===== src/rtl/obstacle_scroller_pkg.sv =====
// Shared playfield constants, the obstacle slot record and a height clamp helper.
package obstacle_scroller_pkg;
  localparam int unsigned COORD_W      = 10;
  localparam int unsigned XW           = 11;
  localparam int unsigned CNT_W        = 4;
  localparam int unsigned DEF_SCREEN_W = 640;
  localparam int unsigned DEF_GROUND_Y = 400;

  typedef struct packed {
    logic               valid;
    logic [XW-1:0]      x;
    logic [COORD_W-1:0] h;
  } slot_t;

  function automatic logic [COORD_W-1:0] clamp_h(input logic [COORD_W-1:0] amp,
                                                 input logic [COORD_W-1:0] lim);
    return (amp > lim) ? lim : amp;
  endfunction
endpackage


===== src/rtl/obstacle_scroller_if.sv =====
// Game-side signal bundle between the game logic/renderer and the obstacle scroller.
interface obstacle_scroller_if;
  import obstacle_scroller_pkg::*;

  logic               game_en;
  logic               game_run;
  logic [COORD_W-1:0] rand_amp;
  logic [COORD_W-1:0] pixel_x;
  logic [COORD_W-1:0] pixel_y;
  logic [COORD_W-1:0] player_y;
  logic               clear_collision;
  logic               obstacle_pixel;
  logic               collision;
  logic               spawn_pulse;
  logic [CNT_W-1:0]   active_count;

  modport master (
    output game_en, game_run, rand_amp, pixel_x, pixel_y, player_y, clear_collision,
    input  obstacle_pixel, collision, spawn_pulse, active_count
  );

  modport slave (
    input  game_en, game_run, rand_amp, pixel_x, pixel_y, player_y, clear_collision,
    output obstacle_pixel, collision, spawn_pulse, active_count
  );
endinterface


===== src/rtl/obstacle_slot_hit.sv =====
// Combinational test: does a query rectangle (a single pixel, or the player box)
// overlap one obstacle slot standing on the ground line.
module obstacle_slot_hit
  import obstacle_scroller_pkg::*;
#(
  parameter int unsigned GROUND_Y = DEF_GROUND_Y,
  parameter int unsigned OBS_W    = 20,
  parameter bit          IS_BOX   = 1'b0,
  parameter int unsigned BOX_W    = 1,
  parameter int unsigned BOX_H    = 1
) (
  input  slot_t         slot_i,
  input  logic [XW-1:0] qx_i,
  input  logic [XW-1:0] qy_i,
  output logic          hit_c_o
);
  localparam int unsigned QW = IS_BOX ? BOX_W : 1;
  localparam int unsigned QH = IS_BOX ? BOX_H : 1;

  logic [XW-1:0] obs_right;
  logic [XW-1:0] obs_top;
  logic [XW-1:0] q_right;
  logic [XW-1:0] q_bottom;

  assign obs_right = slot_i.x + XW'(OBS_W);
  assign obs_top   = XW'(GROUND_Y) - XW'(slot_i.h);
  assign q_right   = qx_i + XW'(QW);
  assign q_bottom  = qy_i + XW'(QH);

  // Zero-height obstacles are empty rectangles and never overlap anything.
  assign hit_c_o = slot_i.valid && (slot_i.h != '0) &&
                   (qx_i < obs_right) && (slot_i.x < q_right) &&
                   (qy_i < XW'(GROUND_Y)) && (obs_top < q_bottom);
endmodule


===== src/rtl/obstacle_scroller.sv =====
// Pool of ground obstacles scrolling right-to-left; spawns on game ticks and
// answers pixel-hit and player-collision queries.
module obstacle_scroller
  import obstacle_scroller_pkg::*;
#(
  parameter int unsigned NUM_SLOTS = 4,
  parameter int unsigned SCREEN_W  = DEF_SCREEN_W,
  parameter int unsigned GROUND_Y  = DEF_GROUND_Y,
  parameter int unsigned OBS_W     = 20,
  parameter int unsigned SPEED     = 4,
  parameter int unsigned SPAWN_GAP = 160,
  parameter int unsigned PLAYER_X  = 80,
  parameter int unsigned PLAYER_W  = 16,
  parameter int unsigned PLAYER_H  = 16
) (
  input  logic                clk,
  input  logic                rst,
  obstacle_scroller_if.slave  bus
);
  localparam int unsigned GAP_W = $clog2(SPAWN_GAP + SPEED + 1);

  slot_t [NUM_SLOTS-1:0] slots_q, slots_d;
  logic [GAP_W-1:0]      gap_q, gap_d, gap_sum;
  logic [NUM_SLOTS-1:0]  free_sel;
  logic [NUM_SLOTS-1:0]  pix_hit, box_hit;
  logic [CNT_W-1:0]      count_q, count_d;
  logic                  spawn_q, spawn_d;
  logic                  pix_q, collision_q;
  logic                  tick;
  slot_t                 new_slot;

  assign tick     = bus.game_en & bus.game_run;
  assign new_slot = '{valid: 1'b1, x: XW'(SCREEN_W),
                      h: clamp_h(bus.rand_amp, COORD_W'(GROUND_Y))};

  // Lowest-index slot that is free before this tick's moves.
  always_comb begin : p_free
    logic found;
    found    = 1'b0;
    free_sel = '0;
    for (int i = 0; i < NUM_SLOTS; i++) begin
      if (!slots_q[i].valid && !found) begin
        free_sel[i] = 1'b1;
        found       = 1'b1;
      end
    end
  end

  always_comb begin
    slots_d = slots_q;
    gap_d   = gap_q;
    spawn_d = 1'b0;
    count_d = '0;
    gap_sum = gap_q + GAP_W'(SPEED);
    if (tick) begin
      for (int i = 0; i < NUM_SLOTS; i++) begin
        if (slots_q[i].valid) begin
          if (slots_q[i].x < XW'(SPEED)) slots_d[i].valid = 1'b0;
          else                           slots_d[i].x     = slots_q[i].x - XW'(SPEED);
        end
      end
      // Saturate so a spawn deferred by a full pool fires on the first free tick.
      gap_d = (gap_sum > GAP_W'(SPAWN_GAP)) ? GAP_W'(SPAWN_GAP) : gap_sum;
      if ((gap_d == GAP_W'(SPAWN_GAP)) && (free_sel != '0)) begin
        spawn_d = 1'b1;
        gap_d   = '0;
        for (int i = 0; i < NUM_SLOTS; i++) begin
          if (free_sel[i]) slots_d[i] = new_slot;
        end
      end
    end
    for (int i = 0; i < NUM_SLOTS; i++) count_d = count_d + CNT_W'(slots_d[i].valid);
  end

  for (genvar g = 0; g < NUM_SLOTS; g++) begin : g_hit
    obstacle_slot_hit #(
      .GROUND_Y(GROUND_Y), .OBS_W(OBS_W), .IS_BOX(1'b0), .BOX_W(1), .BOX_H(1)
    ) u_pix (
      .slot_i (slots_q[g]),
      .qx_i   (XW'(bus.pixel_x)),
      .qy_i   (XW'(bus.pixel_y)),
      .hit_c_o(pix_hit[g])
    );
    obstacle_slot_hit #(
      .GROUND_Y(GROUND_Y), .OBS_W(OBS_W), .IS_BOX(1'b1), .BOX_W(PLAYER_W), .BOX_H(PLAYER_H)
    ) u_box (
      .slot_i (slots_q[g]),
      .qx_i   (XW'(PLAYER_X)),
      .qy_i   (XW'(bus.player_y)),
      .hit_c_o(box_hit[g])
    );
  end

  always_ff @(posedge clk) begin
    if (rst) begin
      slots_q     <= '0;
      gap_q       <= '0;
      count_q     <= '0;
      spawn_q     <= 1'b0;
      pix_q       <= 1'b0;
      collision_q <= 1'b0;
    end else begin
      slots_q     <= slots_d;
      gap_q       <= gap_d;
      count_q     <= count_d;
      spawn_q     <= spawn_d;
      pix_q       <= |pix_hit;
      // A fresh overlap beats a simultaneous clear.
      collision_q <= (|box_hit) | (collision_q & ~bus.clear_collision);
    end
  end

  assign bus.obstacle_pixel = pix_q;
  assign bus.collision      = collision_q;
  assign bus.spawn_pulse    = spawn_q;
  assign bus.active_count   = count_q;
endmodule


===== src/flat_wrapper.sv =====
// flat-port wrapper written by rule: the top's interface ports become plain ports
module obstacle_scroller_flat import obstacle_scroller_pkg::*;
#(
  parameter int unsigned NUM_SLOTS = 4,
  parameter int unsigned SCREEN_W  = DEF_SCREEN_W,
  parameter int unsigned GROUND_Y  = DEF_GROUND_Y,
  parameter int unsigned OBS_W     = 20,
  parameter int unsigned SPEED     = 4,
  parameter int unsigned SPAWN_GAP = 160,
  parameter int unsigned PLAYER_X  = 80,
  parameter int unsigned PLAYER_W  = 16,
  parameter int unsigned PLAYER_H  = 16
)
  (clk, rst, bus_game_en, bus_game_run, bus_rand_amp, bus_pixel_x, bus_pixel_y, bus_player_y, bus_clear_collision, bus_obstacle_pixel, bus_collision, bus_spawn_pulse, bus_active_count);
  obstacle_scroller_if bus_i ();
  input  logic clk;
  input  logic rst;
  input wire logic [$bits(bus_i.game_en)-1:0] bus_game_en;
  input wire logic [$bits(bus_i.game_run)-1:0] bus_game_run;
  input wire logic [$bits(bus_i.rand_amp)-1:0] bus_rand_amp;
  input wire logic [$bits(bus_i.pixel_x)-1:0] bus_pixel_x;
  input wire logic [$bits(bus_i.pixel_y)-1:0] bus_pixel_y;
  input wire logic [$bits(bus_i.player_y)-1:0] bus_player_y;
  input wire logic [$bits(bus_i.clear_collision)-1:0] bus_clear_collision;
  output wire logic [$bits(bus_i.obstacle_pixel)-1:0] bus_obstacle_pixel;
  output wire logic [$bits(bus_i.collision)-1:0] bus_collision;
  output wire logic [$bits(bus_i.spawn_pulse)-1:0] bus_spawn_pulse;
  output wire logic [$bits(bus_i.active_count)-1:0] bus_active_count;
  assign bus_i.game_en = bus_game_en;
  assign bus_i.game_run = bus_game_run;
  assign bus_i.rand_amp = bus_rand_amp;
  assign bus_i.pixel_x = bus_pixel_x;
  assign bus_i.pixel_y = bus_pixel_y;
  assign bus_i.player_y = bus_player_y;
  assign bus_i.clear_collision = bus_clear_collision;
  assign bus_obstacle_pixel = bus_i.obstacle_pixel;
  assign bus_collision = bus_i.collision;
  assign bus_spawn_pulse = bus_i.spawn_pulse;
  assign bus_active_count = bus_i.active_count;
  obstacle_scroller #(.NUM_SLOTS(NUM_SLOTS), .SCREEN_W(SCREEN_W), .GROUND_Y(GROUND_Y), .OBS_W(OBS_W), .SPEED(SPEED), .SPAWN_GAP(SPAWN_GAP), .PLAYER_X(PLAYER_X), .PLAYER_W(PLAYER_W), .PLAYER_H(PLAYER_H)) u_core (.clk(clk), .rst(rst), .bus(bus_i));
endmodule

===== config.mk =====
export PLATFORM = sky130hd
export DESIGN_NAME = obstacle_scroller_flat
export DESIGN_NICKNAME = d
export VERILOG_FILES = /design/src/rtl/obstacle_scroller_pkg.sv /design/src/rtl/obstacle_scroller_if.sv /design/src/rtl/obstacle_slot_hit.sv /design/src/rtl/obstacle_scroller.sv /design/src/flat_wrapper.sv
export SDC_FILE = /design/constraint.sdc
export NUM_CORES = 1
export LEC_CHECK = 0
export CAP_MARGIN = 10
export CORE_AREA = 2 2 200 202
export CTS_BUF_LIST = sky130_fd_sc_hd__clkbuf_8 sky130_fd_sc_hd__clkbuf_16
export DETAILED_ROUTE_END_ITERATION = 7
export DIE_AREA = 0 0 202 204
export GPL_ROUTABILITY_DRIVEN = 0
export HOLD_SLACK_MARGIN = 0.06
export MAX_ROUTING_LAYER = met4
export PLACE_DENSITY_LB_ADDON = 0.3
export SYNTH_ARGS = -nofsm -noshare
export SYNTH_HDL_FRONTEND = slang
export SYNTH_SLANG_ARGS = --single-unit

===== constraint.sdc =====
create_clock -name clk -period 6.13 [get_ports clk]
set_input_delay 1.226 -clock clk [delete_from_list [all_inputs] [get_ports clk]]
set_output_delay 1.226 -clock clk [all_outputs]
set_load 0.03 [all_outputs]

**Word-level counts from Yosys, hierarchy flattened**

Index checks and enable logic that the tools add are counted.

- Add/sub/neg operators: 19
- $mul: 0
- Divide/modulo/power cells: 0
- Magnitude comparators: 32
- Equal/unequal tests: 1
- Shift operators: 0
- Mux-type cells: 28
- Bitwise operators: 6
- Reductions and logical operators: 57

Operators by type and width:

| cell | number |
|---|---|
| $mux 88 | 2 |
| $lt 11x11->1 | 12 |
| $mux 22 | 4 |
| $mux 12 | 4 |
| $add 11x5->11 const B | 4 |
| $lt 10x11->1 | 4 |
| $lt 11x3->1 const B | 4 |
| $lt 11x7->1 const B | 4 |
| $lt 7x11->1 const A | 4 |
| $mux 11 | 4 |
| $sub 11x3->11 const B | 4 |
| $sub 9x10->11 const A | 4 |
| $logic_and 1x1->1 | 40 |
| $reduce_bool 10->1 | 4 |
| $add 10x1->11 const B | 2 |
| $lt 10x9->1 const B | 2 |
| $mux 8 | 2 |
| $reduce_and 3->1 | 4 |
| $add 10x5->11 const B | 1 |
| $mux 1 | 11 |
| $gt 10x9->1 const B | 1 |
| $mux 10 | 1 |
| $add 4x1->4 | 2 |
| $add 8x3->8 const B | 1 |
| other kinds (10) | 18 |

- Register bits after elaboration: 103
- Bits in latches: 0
- Bits in writable memories: 0
- ROM bits: 0
- Input bits: 45
- Output and inout port bits: 7
- Word-level logic and storage cells: 160
- Memories kept: 0

**Longest topological paths before layout**

Gate-level depths: netlist of run 1.

- Depth after elaboration: 16
- Gate-level depth with buffers: 14
- Gate-level depth less buffers: 14

**Cells and area by module**

From an unflattened synthesis of run 1, not the netlist that was laid out.

- Cells, all modules: 1794
- Area, all modules: 14315.0 µm²

By module, submodules not included:

| module | times used | cells an instance | area each (µm²) | seq. area each (µm²) |
|---|---|---|---|---|
| obstacle_scroller | 1 | 523 | 4561.9 | 1881.8 |
| obstacle_slot_hit (u_core.g_hit[0].u_pix ...) | 3 | 166 | 1258.7 | 0.0 |
| obstacle_slot_hit (u_core.g_hit[0].u_box ...) | 3 | 152 | 1169.9 | 0.0 |
| obstacle_slot_hit (u_core.g_hit[2].u_pix) | 1 | 164 | 1292.5 | 0.0 |
| obstacle_slot_hit (u_core.g_hit[2].u_box) | 1 | 153 | 1174.9 | 0.0 |

**Worst setup path after synthesis of run 1**

Ideal clock, no wire load.

- Kind: input to register
- Start: input port bus_pixel_y[3]
- End: register u_core.pix_q (netlist: u_core.bus.obstacle_pixel)
- Arrival: 3.399 ns
- Slack: 2.667 ns
- Stages on the path: 13
- Buffers on the path: 0
- Cells stage by stage: and2_1 > and4_1 > nand3_1 > nor2_1 > xnor2_1 > ha_1 > a21oi_1 > nor2b_1 > a2111oi_0 > o21ai_0 > a2111oi_0 > nand4_1 > nand4_1

- Word-level cells in the longest chain between the ends: 4

Ends and longest elaborated chain:

| item | RTL line | RTL |
|---|---|---|
| start, declared | flat_wrapper.sv:22 | `input wire logic [$bits(bus_i.pixel_y)-1:0] bus_pixel_y;` |
| $add 10x1->11 or $lt 10x9->1 (tied branches) | obstacle_slot_hit.sv:28, obstacle_slot_hit.sv:33 |  |
| $lt 11x11->1 or $logic_and 1x1->1 (tied branches) | obstacle_slot_hit.sv:33, obstacle_slot_hit.sv:32 |  |
| $logic_and 1x1->1 | obstacle_slot_hit.sv:33 | `(qy_i < XW'(GROUND_Y)) && (obs_top < q_bottom);` |
| $reduce_or 4->1 * | obstacle_scroller.sv:107 | `pix_q <= \|pix_hit;` |
| end signal, assigned | obstacle_scroller.sv:107 |  |
| end, declared | obstacle_scroller.sv:28 | `logic pix_q, collision_q;` |

Every way passes the cells marked *; elsewhere a longest branch is shown, timed or not.
A chain may end at the register's enable or synchronous reset.

**Worst setup path after layout of run 1**

- Start: input port bus_pixel_y[2]
- End: register u_core.pix_q (netlist: u_core.bus.obstacle_pixel)

The elaborated chain is that of the path after synthesis.

==> results.json, run 1 <==
{
  "ctsResizeCount": 0,
  "maxCapViolations": 0,
  "cts_buffer_depth": 2,
  "finalHoldViolations": 0,
  "hold_path.class": "reg -> reg",
  "power_mw": 1.51,
  "ios": 52,
  "status": "complete, no violations",
  "dpl_worst_slack_ps": 1660,
  "ys_types": 70,
  "insertion_delay_ps": 380,
  "overflow": 0,
  "dpl_cell_area_um2": 10600,
  "fin_setup_tns_ps": 0,
  "critPathLaunchType": "input port",
  "min_period_ps": 4150,
  "arrival_ps": 4470,
  "fin_nets": 1434,
  "ys.flop_type": "dfxtp_1",
  "peakVddDrop_v": 0.000133,
  "grt_pass1_wl_mm": 48.0,
  "finish.utilization_pct": 27.9,
  "vias_per_cell": 5.04,
  "rsz0062_at_grt": "no",
  "tightest_slew_ps": 910,
  "drv_slew": 0,
  "crit_fanout": 4,
  "htree_levels": 3,
  "hold_slack_ps": 467,
  "layout_commonest_cell": "ha_1",
  "die_x_um": 202,
  "setup_ws_ps": 1980,
  "met3WireLength_um": 912,
  "core_region_area_um2": 39200,
  "fmax_ghz": 0.241,
  "dp_cells": 1726,
  "antenna_found_initial": 0,
  "relSlewSlack_pct": 38.5,
  "port-buffer-count": 50,
  "fin_area_um2": 10900,
  "synth_top_cell_by_area": "ha_1",
  "wl_per_cell_um": 17.7,
  "power.leakage_nw": 4.24,
  "synth_top_area_share_pct": 22.8,
  "antenna_cells": 0,
  "syn_area_um2": 9650,
  "async_reset_ff_share_pct": 0,
  "grt_pass1_vias": 8572,
  "cts_setup_buffers": 0,
  "dp_hpwl_mm": 24.5,
  "dieArea_um2": 41200,
  "drt_first_iter_violations": 648,
  "powerDensity_nw_per_um2": 139,
  "clock_sinks": 102,
  "syn_nets": 1415,
  "areaGrowthSynthToFinish_pct": 13.1,
  "clockRootBuffer": "clkbuf_16",
  "synth_edf_count": 0,
  "numCtsBuffers": 9,
  "grt_max_degree": 76,
  "firstDrtPassIters": 4,
  "cp.required_ps": 6450,
  "worst-setup-path-type": "in -> reg",
  "path_clk_slew_ps": 80,
  "cts_tree": "yes",
  "ys_seq_area_share_pct": 21.2,
  "syn_avg_cell_area_um2": 8.09,
  "placementRows": 73,
  "ctsHoldBuffers": 0,
  "synthCells": 1193,
  "skew_ps": 13.3,
  "drc": 0,
  "min_period_over_period_pct": 67.7,
  "initial_utilization_pct": 24.6,
  "yosysWarnings": 0,
  "synth-seq-cells": 102,
  "top_layer_used": "met4",
  "vias": 8787,
  "endpoint_kind": "flip-flop",
  "die_y_um": 204,
  "ant_nets": 0,
  "drive_above_1_share_pct": 3.20,
  "dr_wl_met2_mm": 14.1,
  "synth_area_leaders": "ha_1 (23%), dfxtp_1 (21%), a21oi_1 (5.0%)",
  "grt_usage_pct": 15.5,
  "wirelength_mm": 30.8,
  "final-setup-viol-count": 0,
  "mostFrequentLayoutCells": "ha_1 (176), dfxtp_1 (102), nor2_1 (101)",
  "wl_met1_mm": 15.1,
  "instances_no_fill": 1742
}
## flip-flops by register name, indices dropped and copies added (netlist names), named ones only
signal and cells:
u_core.slots_q 80, u_core.gap_q 8, u_core.bus.active_count 3, u_core.bus.collision 1
u_core.bus.obstacle_pixel 1, u_core.bus.spawn_pulse 1
## cell type report
cell class / instances / area (µm²)
inverter: 43 / 161
tap: 525 / 657
clock inverter: 7 / 80.1
sequential: 102 / 2040
multi-input combinational: 1001 / 7220
timing repair buffer: 55 / 536
clock buffer: 9 / 225
fill: 4229 / 28300
## cells by family after synthesis
group,Yosys count,share of synthesized area [%]
AOI/OAI and AO/OA,289,19.3
and+or+nand+nor,428,22.6
xor gates and xnor gates,98,8.90
adders and majority gates,177,23.0
DFF,102,21.2
other,1,0.0389
muxes,8,0.830
buffers and inverters,90,4.06
## worst paths after layout
kind              startpoint                    endpoint  slack (ps)  cells past startpoint
max reg2reg  u_core.gap_q[2]  u_core.bus.active_count[1]        2610                     10
min          u_core.gap_q[1]             u_core.gap_q[1]         470                      1
max           bus_pixel_y[2]   u_core.bus.obstacle_pixel        1980                     14
min reg2reg  u_core.gap_q[1]             u_core.gap_q[1]         470                      1
## where the power goes
part           leakage [nW]  internal (mW)  switching [mW]
clock network         0.149          0.324           0.309
registers             0.821          0.662        0.000994
logic                  3.27         0.0892           0.128
## routing by layer
layer  track usage [%]  vias to the layer above
li1                  -                     4424
met1              20.4                     4193
met4              4.88                        0
met5                 -                        -
met2              24.9                      138
met3              1.61                       32
## Yosys cell counts (all sizes together) (7+ instances only)
library cell and count:
dfxtp 102, nand3 49, and3 7, o211ai 7
a211oi 23, a2111oi 7, mux2i 8, o21a 16
xor2 45, o21ai 54, a21oi 99, inv 43
nor3b 12, o2111ai 16, nand4 25, o41ai 9
nor4 13, a21o 17, ha 176, xnor2 53
nor3 44, nor2 102, nor2b 19, buf 17
and2 16, clkbuf 30, nand2 93, nand2b 17
## critical path: stages
cell and delay (ps):
clkdlybuf4s50_1 510, and2_1 200, and4_1 240, nand3_1 150, nor2_1 150, xnor2_1 270, ha_1 350, a21oi_1 140
nor2b_1 50, a2111oi_0 320, o21ai_0 150, a2111oi_0 430, nand4_1 160, nand4_1 120
(Power assumes the default switching activity.)
==> run 2: changes to the inputs <==
Clock period 6.13 ns to 3.6 ns, I/O delays scaled along.
==> run 2 against run 1 <==
Sequential power grew 70%. Worst setup slack lost 1600 ps. First-iteration DRC count is 13% lower. Clock-buffer cell count up 1. Critical path type unchanged. Largest cell class unchanged. Die area did not move. Critical path depth stayed put. Total power rose by 74%. Cell count increased by 3.5%. Clock power increased by 71%. Global-route usage up 0.11 points. Sequential cell count unchanged.
==> results.json, run 2 (synthesis gave the netlist of run 1 again) <==
{
  "status": "complete, no violations",
  "clockRootBuffer": "clkbuf_16",
  "powerDensity_nw_per_um2": 231,
  "setup_ws_ps": 354,
  "power_mw": 2.63,
  "dpl_worst_slack_ps": -49.3,
  "arrival_ps": 3560,
  "tightest_slew_ps": 700,
  "fmax_ghz": 0.308,
  "die_y_um": 204,
  "mostFrequentLayoutCells": "ha_1 (176), dfxtp_1 (102), nor2_1 (101)",
  "drc": 0,
  "slowest_stage": "clkdlybuf4s50_1",
  "antenna_found_initial": 0,
  "areaGrowthSynthToFinish_pct": 18.1,
  "finalHoldViolations": 0,
  "path_clk_slew_ps": 80,
  "clkPwrFrac_pct": 41.1,
  "grt_pass1_wl_mm": 48.9,
  "critPathLaunchType": "input port",
  "endpoint_kind": "flip-flop",
  "vias": 8897,
  "crit_fanout": 3,
  "skew_ps": 7.46,
  "firstDrtPassIters": 5,
  "cts_buffer_depth": 2,
  "grt_usage_pct": 15.6,
  "min_period_over_period_pct": 90.2,
  "dpl_cell_area_um2": 11100,
  "grt_pass1_vias": 8923,
  "cp_slowest_stage_delay_ps": 470,
  "die_x_um": 202,
  "p_sw_uw": 744,
  "rsz0062_at_grt": "no",
  "worst-setup-path-type": "in -> reg",
  "num-fill-cells": 4228,
  "min_period_ps": 3250,
  "insertion_delay_ps": 370,
  "placementRows": 73,
  "p_sw_share_pct": 28.3,
  "maxCapViolations": 0,
  "final-setup-viol-count": 0,
  "drt_first_iter_violations": 563,
  "wirelength_mm": 30.8,
  "instances_no_fill": 1803,
  "ant_nets": 0,
  "dp_cells": 1787,
  "ctsHoldBuffers": 0,
  "fin_area_um2": 11400,
  "peakVddDrop_v": 0.000229,
  "regMostFlops": "u_core.slots_q",
  "drv_slew": 0,
  "layout_commonest_cell": "ha_1",
  "grt_max_degree": 50,
  "largest_reg_flops": 80,
  "numCtsBuffers": 9,
  "ctsResizeCount": 0,
  "p_comb_share_pct": 16.0,
  "fin_nets": 1495,
  "drive_above_1_share_pct": 7.82,
  "port-buffer-count": 50,
  "crit_family": "simple AND/OR/NAND/NOR gates",
  "relSlewSlack_pct": 52.7,
  "dp_hpwl_mm": 24.7,
  "dieArea_um2": 41200,
  "hold_slack_ps": 471,
  "core_region_area_um2": 39200,
  "antenna_cells": 0,
  "cts_setup_buffers": 0,
  "cp.required_ps": 3910,
  "overflow": 0,
  "htree_levels": 3,
  "pwr-share-seq_pct": 42.9,
  "ios": 52,
  "p_int_mw": 1.89,
  "power.leakage_nw": 4.54,
  "hold_path.class": "reg -> reg",
  "wl_per_cell_um": 17.1,
  "path_buf_inv": 2,
  "clock_sinks": 102,
  "initial_utilization_pct": 24.6,
  "cp_cell_sequence": "clkdlybuf4s50_1 > and2_1 > and4_1 > nand3_1 > nor2_1 > xnor2_1 > buf_4 > ha_1 > a21o_1 > a2111oi_0 > nand4b_1 > a21oi_1 > o211ai_1 > nand4_1",
  "cts_tree": "yes",
  "vias_per_cell": 4.93
}
## run 2: cell type report
cell class | instances | area [µm²] | share of cell area, %
inverters | 43 | 161 | 1.42
repair buffers | 116 | 1010 | 8.83
multi-input cells | 1001 | 7220 | 63.3
well taps | 525 | 657 | 5.76
clock inverters | 6 | 75.1 | 0.659
flip-flops and latches | 102 | 2040 | 17.9
clock buffers | 10 | 239 | 2.10
## run 2: routing by layer
| metal | track usage (%) | up-vias | wire length [µm] | share of wire, % |
|---|---|---|---|---|
| met5 | - | - | 0 | 0 |
| met4 | 4.28 | 0 | 569 | 1.9 |
| met3 | 1.83 | 30 | 945 | 3.1 |
| met2 | 25.6 | 118 | 14400 | 47 |
| met1 | 20.3 | 4209 | 14800 | 48 |
| li1 | - | 4540 | - | - |
## run 2: through the flow
step	utilization, %	TNS, ps
4_1_cts	29.1	0
5_1_grt	29.1	0
3_3_place_gp	28.3	-80.0
3_5_place_dp	28.3	-49.3
2_1_floorplan	-	0
6_report	29.1	0
## run 2: final timing paths
check | from | to | slack (ps) | cells past startpoint
hold / removal | u_core.gap_q[0] | u_core.gap_q[0] | 470 | 1
hold reg to reg | u_core.gap_q[0] | u_core.gap_q[0] | 470 | 1
setup / recovery | bus_pixel_y[3] | u_core.bus.obstacle_pixel | 350 | 14
setup reg to reg | u_core.slots_q[1] | u_core.bus.obstacle_pixel | 540 | 15
## run 2: worst reg2reg max path, delay by kind of cell, from the launching register on
family	cells	cell delay [ps]
DFF	1	450
buffers and inverters	2	250
and+or+nand+nor	5	560
adders and majority gates	2	440
xor gates and xnor gates	1	180
AOI/OAI and AO/OA	5	1120
## run 2: power by group through the flow
stage	clock [mW]	sequential [mW]	combinational (mW)
after floorplan	0	1.16	0.213
after global placement	0	1.16	0.412
after detailed placement	0	1.16	0.421
after CTS	1.11	1.13	0.423
after global routing	1.14	1.13	0.471
final	1.08	1.13	0.422
==> run 3: changes to the inputs <==
Settings changed: CORE_AREA 2 2 200 202 to 2 2 155 157, DIE_AREA 0 0 202 204 to 0 0 157 159, GPL_ROUTABILITY_DRIVEN 0 to default.
==> run 3 against run 2 <==
Clock skew rose by 2.9 ps. Largest power group unchanged. Combinational power fell by 4%. Clock-buffer cell count down 1. Total power decreased by 5.2%.
==> results.json, run 3 (synthesis gave the netlist of run 1 again) <==
{
  "status": "complete, no violations",
  "fin_setup_tns_ps": 0,
  "endpoint_kind": "flip-flop",
  "p_sw_share_pct": 28.5,
  "hold_depth": 1,
  "relSlewSlack_pct": 59.0,
  "num-fill-cells": 2319,
  "cp.required_ps": 3900,
  "min_period_ps": 3220,
  "pwr-share-seq_pct": 45.2,
  "wirelength_mm": 27.9,
  "initial_utilization_pct": 41.6,
  "cts_buffer_depth": 2,
  "layout_commonest_cell": "ha_1",
  "cts_setup_buffers": 0,
  "crit_fanout": 3,
  "dieArea_um2": 25000,
  "firstDrtPassIters": 5,
  "power_mw": 2.50,
  "die_x_um": 157,
  "worst-setup-path-type": "in -> reg",
  "overflow": 0,
  "reg2reg_to": "u_core.bus.obstacle_pixel",
  "clockRootBuffer": "clkbuf_16",
  "fmax_ghz": 0.311,
  "p_comb_share_pct": 16.3,
  "arrival_ps": 3520,
  "wl_per_cell_um": 17.6,
  "powerDensity_nw_per_um2": 227,
  "antenna_found_initial": 0,
  "clock_sinks": 102,
  "reg2reg_from": "u_core.slots_q[0]",
  "vias_per_cell": 5.70,
  "hold_slack_ps": 464,
  "min_period_over_period_pct": 89.4,
  "skew_ps": 10.4,
  "dp_hpwl_mm": 22.5,
  "rsz0062_at_grt": "no",
  "drc": 0,
  "ctsResizeCount": 0,
  "ant_nets": 0,
  "drive_above_1_share_pct": 7.02,
  "rrSetupSlack_ps": 530,
  "power.leakage_nw": 4.48,
  "cts_tree": "yes",
  "dpl_cell_area_um2": 10700,
  "drt_first_iter_violations": 588,
  "fin_area_um2": 11000,
  "p_int_mw": 1.79,
  "core_region_area_um2": 23200,
  "grt_max_degree": 56,
  "drv_slew": 0,
  "mostFrequentLayoutCells": "ha_1 (176), dfxtp_1 (102), nor2_1 (101)",
  "hold_end": "u_core.gap_q[1]",
  "reg2regPathDepth": 15,
  "regMostFlops": "u_core.slots_q",
  "tightest_slew_ps": 608,
  "numCtsBuffers": 9,
  "areaGrowthSynthToFinish_pct": 14.2,
  "port-buffer-count": 50,
  "fin_nets": 1486,
  "clkPwrFrac_pct": 38.5,
  "ios": 52,
  "ctsHoldBuffers": 0,
  "placementRows": 56,
  "die_y_um": 159,
  "insertion_delay_ps": 360,
  "gp_congestion": 0.958,
  "grt_pass1_vias": 8717,
  "maxCapViolations": 0,
  "finish.utilization_pct": 47.5,
  "hold_start": "u_core.gap_q[1]",
  "grt_pass1_wl_mm": 45.0,
  "p_sw_uw": 712,
  "htree_levels": 3,
  "hold_path.class": "reg -> reg",
  "final-setup-viol-count": 0,
  "peakVddDrop_v": 0.000184,
  "grt_usage_pct": 23.4,
  "path_clk_slew_ps": 70,
  "vias": 9042,
  "finalHoldViolations": 0,
  "critPathLaunchType": "input port",
  "largest_reg_flops": 80,
  "antenna_cells": 0
}
[run 3: worst max path at each step]
stage                              start                         to  slack [ps]  depth (start not counted)
after detailed placement  bus_pixel_y[3]  u_core.bus.obstacle_pixel          20                         12
after global placement    bus_pixel_y[3]  u_core.bus.obstacle_pixel          50                         14
after floorplan           bus_pixel_y[3]  u_core.bus.obstacle_pixel         640                         13
final                     bus_pixel_y[2]  u_core.bus.obstacle_pixel         380                         14
after CTS                 bus_pixel_y[3]  u_core.bus.obstacle_pixel         410                         14
after global routing      bus_pixel_y[3]  u_core.bus.obstacle_pixel          60                         14
[run 3: final cells by class]
class | count | area (µm²) | share of cell area, %
clock buffers | 9 | 225 | 2.04
clock inverters | 6 | 47.5 | 0.432
inverters | 43 | 161 | 1.47
multi-input cells | 1001 | 7220 | 65.5
flip-flops and latches | 102 | 2040 | 18.5
well taps | 319 | 399 | 3.62
repair buffers | 107 | 926 | 8.40
[run 3: metrics by stage]
step           cells  worst slack (ps)
6_report        1587               380
2_1_floorplan   1193               643
4_1_cts         1587               413
3_5_place_dp    1572              21.3
5_1_grt         1587              57.4
3_3_place_gp    1572              46.2
[run 3: worst max-delay path: stages]
cell	delay, ps
clkdlybuf4s50_1	470
and2_1	140
and4_1	220
nand3_1	140
or2_2	360
buf_4	160
ha_1	290
nand3_1	100
o22ai_1	100
nor4_1	210
nand4_1	130
nor3_1	190
o21ai_0	160
nand4_1	120
[run 3: power groups by stage]
stage / clock network (mW) / logic (mW) / registers [mW]
final: 0.961 / 0.406 / 1.13
after global routing: 1.02 / 0.455 / 1.13
after CTS: 0.983 / 0.407 / 1.13
after detailed placement: 0 / 0.405 / 1.16
after global placement: 0 / 0.397 / 1.16
after floorplan: 0 / 0.213 / 1.16
[run 3: routing by layer]
layer	part of all wire, %	GRT usage, %
met1	48	31.8
met2	45	36.6
met3	5.2	2.56
met4	2.3	6.88
met5	0	-
==> variant, RTL diff (flow settings as in run 2) <==
`PLAYER_H` is set to 16 in 2 places; all go to 8.
--- a/src/rtl/obstacle_scroller.sv
+++ b/src/rtl/obstacle_scroller.sv
@@ -12,5 +12,5 @@
   parameter int unsigned PLAYER_X  = 80,
   parameter int unsigned PLAYER_W  = 16,
-  parameter int unsigned PLAYER_H  = 16
+  parameter int unsigned PLAYER_H  = 8
 ) (
   input  logic                clk,
--- a/src/flat_wrapper.sv
+++ b/src/flat_wrapper.sv
@@ -10,5 +10,5 @@
   parameter int unsigned PLAYER_X  = 80,
   parameter int unsigned PLAYER_W  = 16,
-  parameter int unsigned PLAYER_H  = 16
+  parameter int unsigned PLAYER_H  = 8
 )
   (clk, rst, bus_game_en, bus_game_run, bus_rand_amp, bus_pixel_x, bus_pixel_y, bus_player_y, bus_clear_collision, bus_obstacle_pixel, bus_collision, bus_spawn_pulse, bus_active_count);
Function: no difference found for any inputs over 10 cycles, from zero or initial values and one cycle with rst high; that may be too few to reach the edited logic, so the function may still have changed.
==> variant against run 2 <==
Maximum frequency down 3.0%; critical path depth decreased by 2; synthesized area grew 0.23%; synthesized cell count decreased by 0.67%; worst setup slack got worse by 99 ps; critical path type unchanged; routed wire length up 1.3%; the run now ends with design-rule violations left; clock skew grew 6.9 ps; via count about the same; sequential cell count stayed put; power shrank 0.71%; global-route usage up 0.29 points; largest cell class unchanged; cell count shrank 0.55%; design area increased by 0.29%; register-to-register slack got worse by 150 ps.
==> variant: results <==
outcome:
  status: "finished, violations left"
  violations: "design-rule violations"
drt:
  num_vias: 8905
  firstDrtPassIters: 8
  drcViolationCount: 2
  wl_per_cell_um: 17.4
  drt_iter0_markers: 636
synthesis:
  netlist_top_cells_count: "ha_1 (175), nor2_1 (112), dfxtp_1 (102), a21oi_1 (78), nand2_1 (72)"
  synth_fp_nets: 1406
  yosysSeqAreaShare_pct: 21.1
  yosys-top-cells-area: "ha_1 (23%), dfxtp_1 (21%), xnor2_1 (5.2%)"
  ys_types: 73
critical_path:
  r2r-start: "u_core.slots_q[44]"
  critPathMaxStageDelay_ps: 530
  worstPathArrival_ps: 3650
  r2r_slack_ps: 390
  crit_path_top_delay_cell: "or4_1"
  crit_fanout: 10
  ff2ff_path_depth: 11
power:
  irDropWorstVdd_mv: 0.226
  power_leakage_nw: 4.55
timing:
  fin_worst_skew_ps: 14.3
  max_freq_ghz: 0.299
  worst_pin_slew_ps: 782
placement:
  placed_cell_area_um2: 11100
  post-place-ws_ps: -128
  port_buffers: 50
  dp_hpwl_um: 25300
global_route:
  grt_pass1_wl_um: 49700
  grt_start_max_net_pins: 62
  grt_use_total_pct: 15.9
  grt_pass1_vias: 8697
final_layout:
  drive_gt1_share_pct: 8.04
  regArea_um2: 2040
  n_fill_cell: 4166
  nNetsFinal: 1484
hold_path:
  hold_end: "u_core.gap_q[0]"
==> variant: routing by layer <==
layer	routed length (um)	track usage, %	up-vias
li1	-	-	4503
met1	14700	20.5	4198
met2	14700	26.3	179
met3	1200	1.91	25
met4	620	4.23	0
met5	0	-	-
==> variant: final cells by class <==
class,instances,area share (%)
clock inverter,7,0.755
tap,525,5.75
sequential,102,17.9
inverter,46,1.51
timing repair buffer,117,8.87
clock buffer,9,1.97
multi-input combinational,987,63.3
==> variant: through the flow <==
| stage | instances | hold WS (ps) |
|---|---|---|
| 6_report | 1793 | 468 |
| 5_1_grt | 1793 | 497 |
| 4_1_cts | 1793 | 470 |
| 3_5_place_dp | 1777 | 446 |
| 3_3_place_gp | 1777 | 445 |
| 2_1_floorplan | 1185 | 431 |
==> variant: kinds of logic after synthesis <==
kind of cell    count (synthesis)  share of synthesized area (%)
xor+xnor                      101                           9.22
fa+ha+maj                     176                           22.8
buf+inv                        96                           4.32
compound gates                275                           18.5
simple gates                  412                           21.7
flops                         102                           21.1
mux                            22                           2.28
other cells                     1                         0.0388
==> variant: worst max path at each step <==
stage / startpoint / endpoint
2_1_floorplan: bus_pixel_y[3] / u_core.bus.obstacle_pixel
3_3_place_gp: bus_pixel_y[3] / u_core.bus.obstacle_pixel
3_5_place_dp: bus_pixel_x[0] / u_core.bus.obstacle_pixel
4_1_cts: u_core.slots_q[0] / u_core.bus.collision
5_1_grt: bus_pixel_y[3] / u_core.bus.obstacle_pixel
6_report: bus_pixel_x[0] / u_core.bus.obstacle_pixel
==> variant: where the power goes <==
part / switching [mW] / internal [mW]
combinational: 0.240 / 0.194
sequential: 0.00289 / 1.13
clock: 0.545 / 0.504
total: 0.788 / 1.83
==> variant: repair_timing <==
| action | 4_1_cts | 5_1_grt |
|---|---|---|
| gates resized for setup | 0 | 3 |
| hold endpoints to repair | 0 | 0 |
| setup endpoints to repair | 0 | 2 |
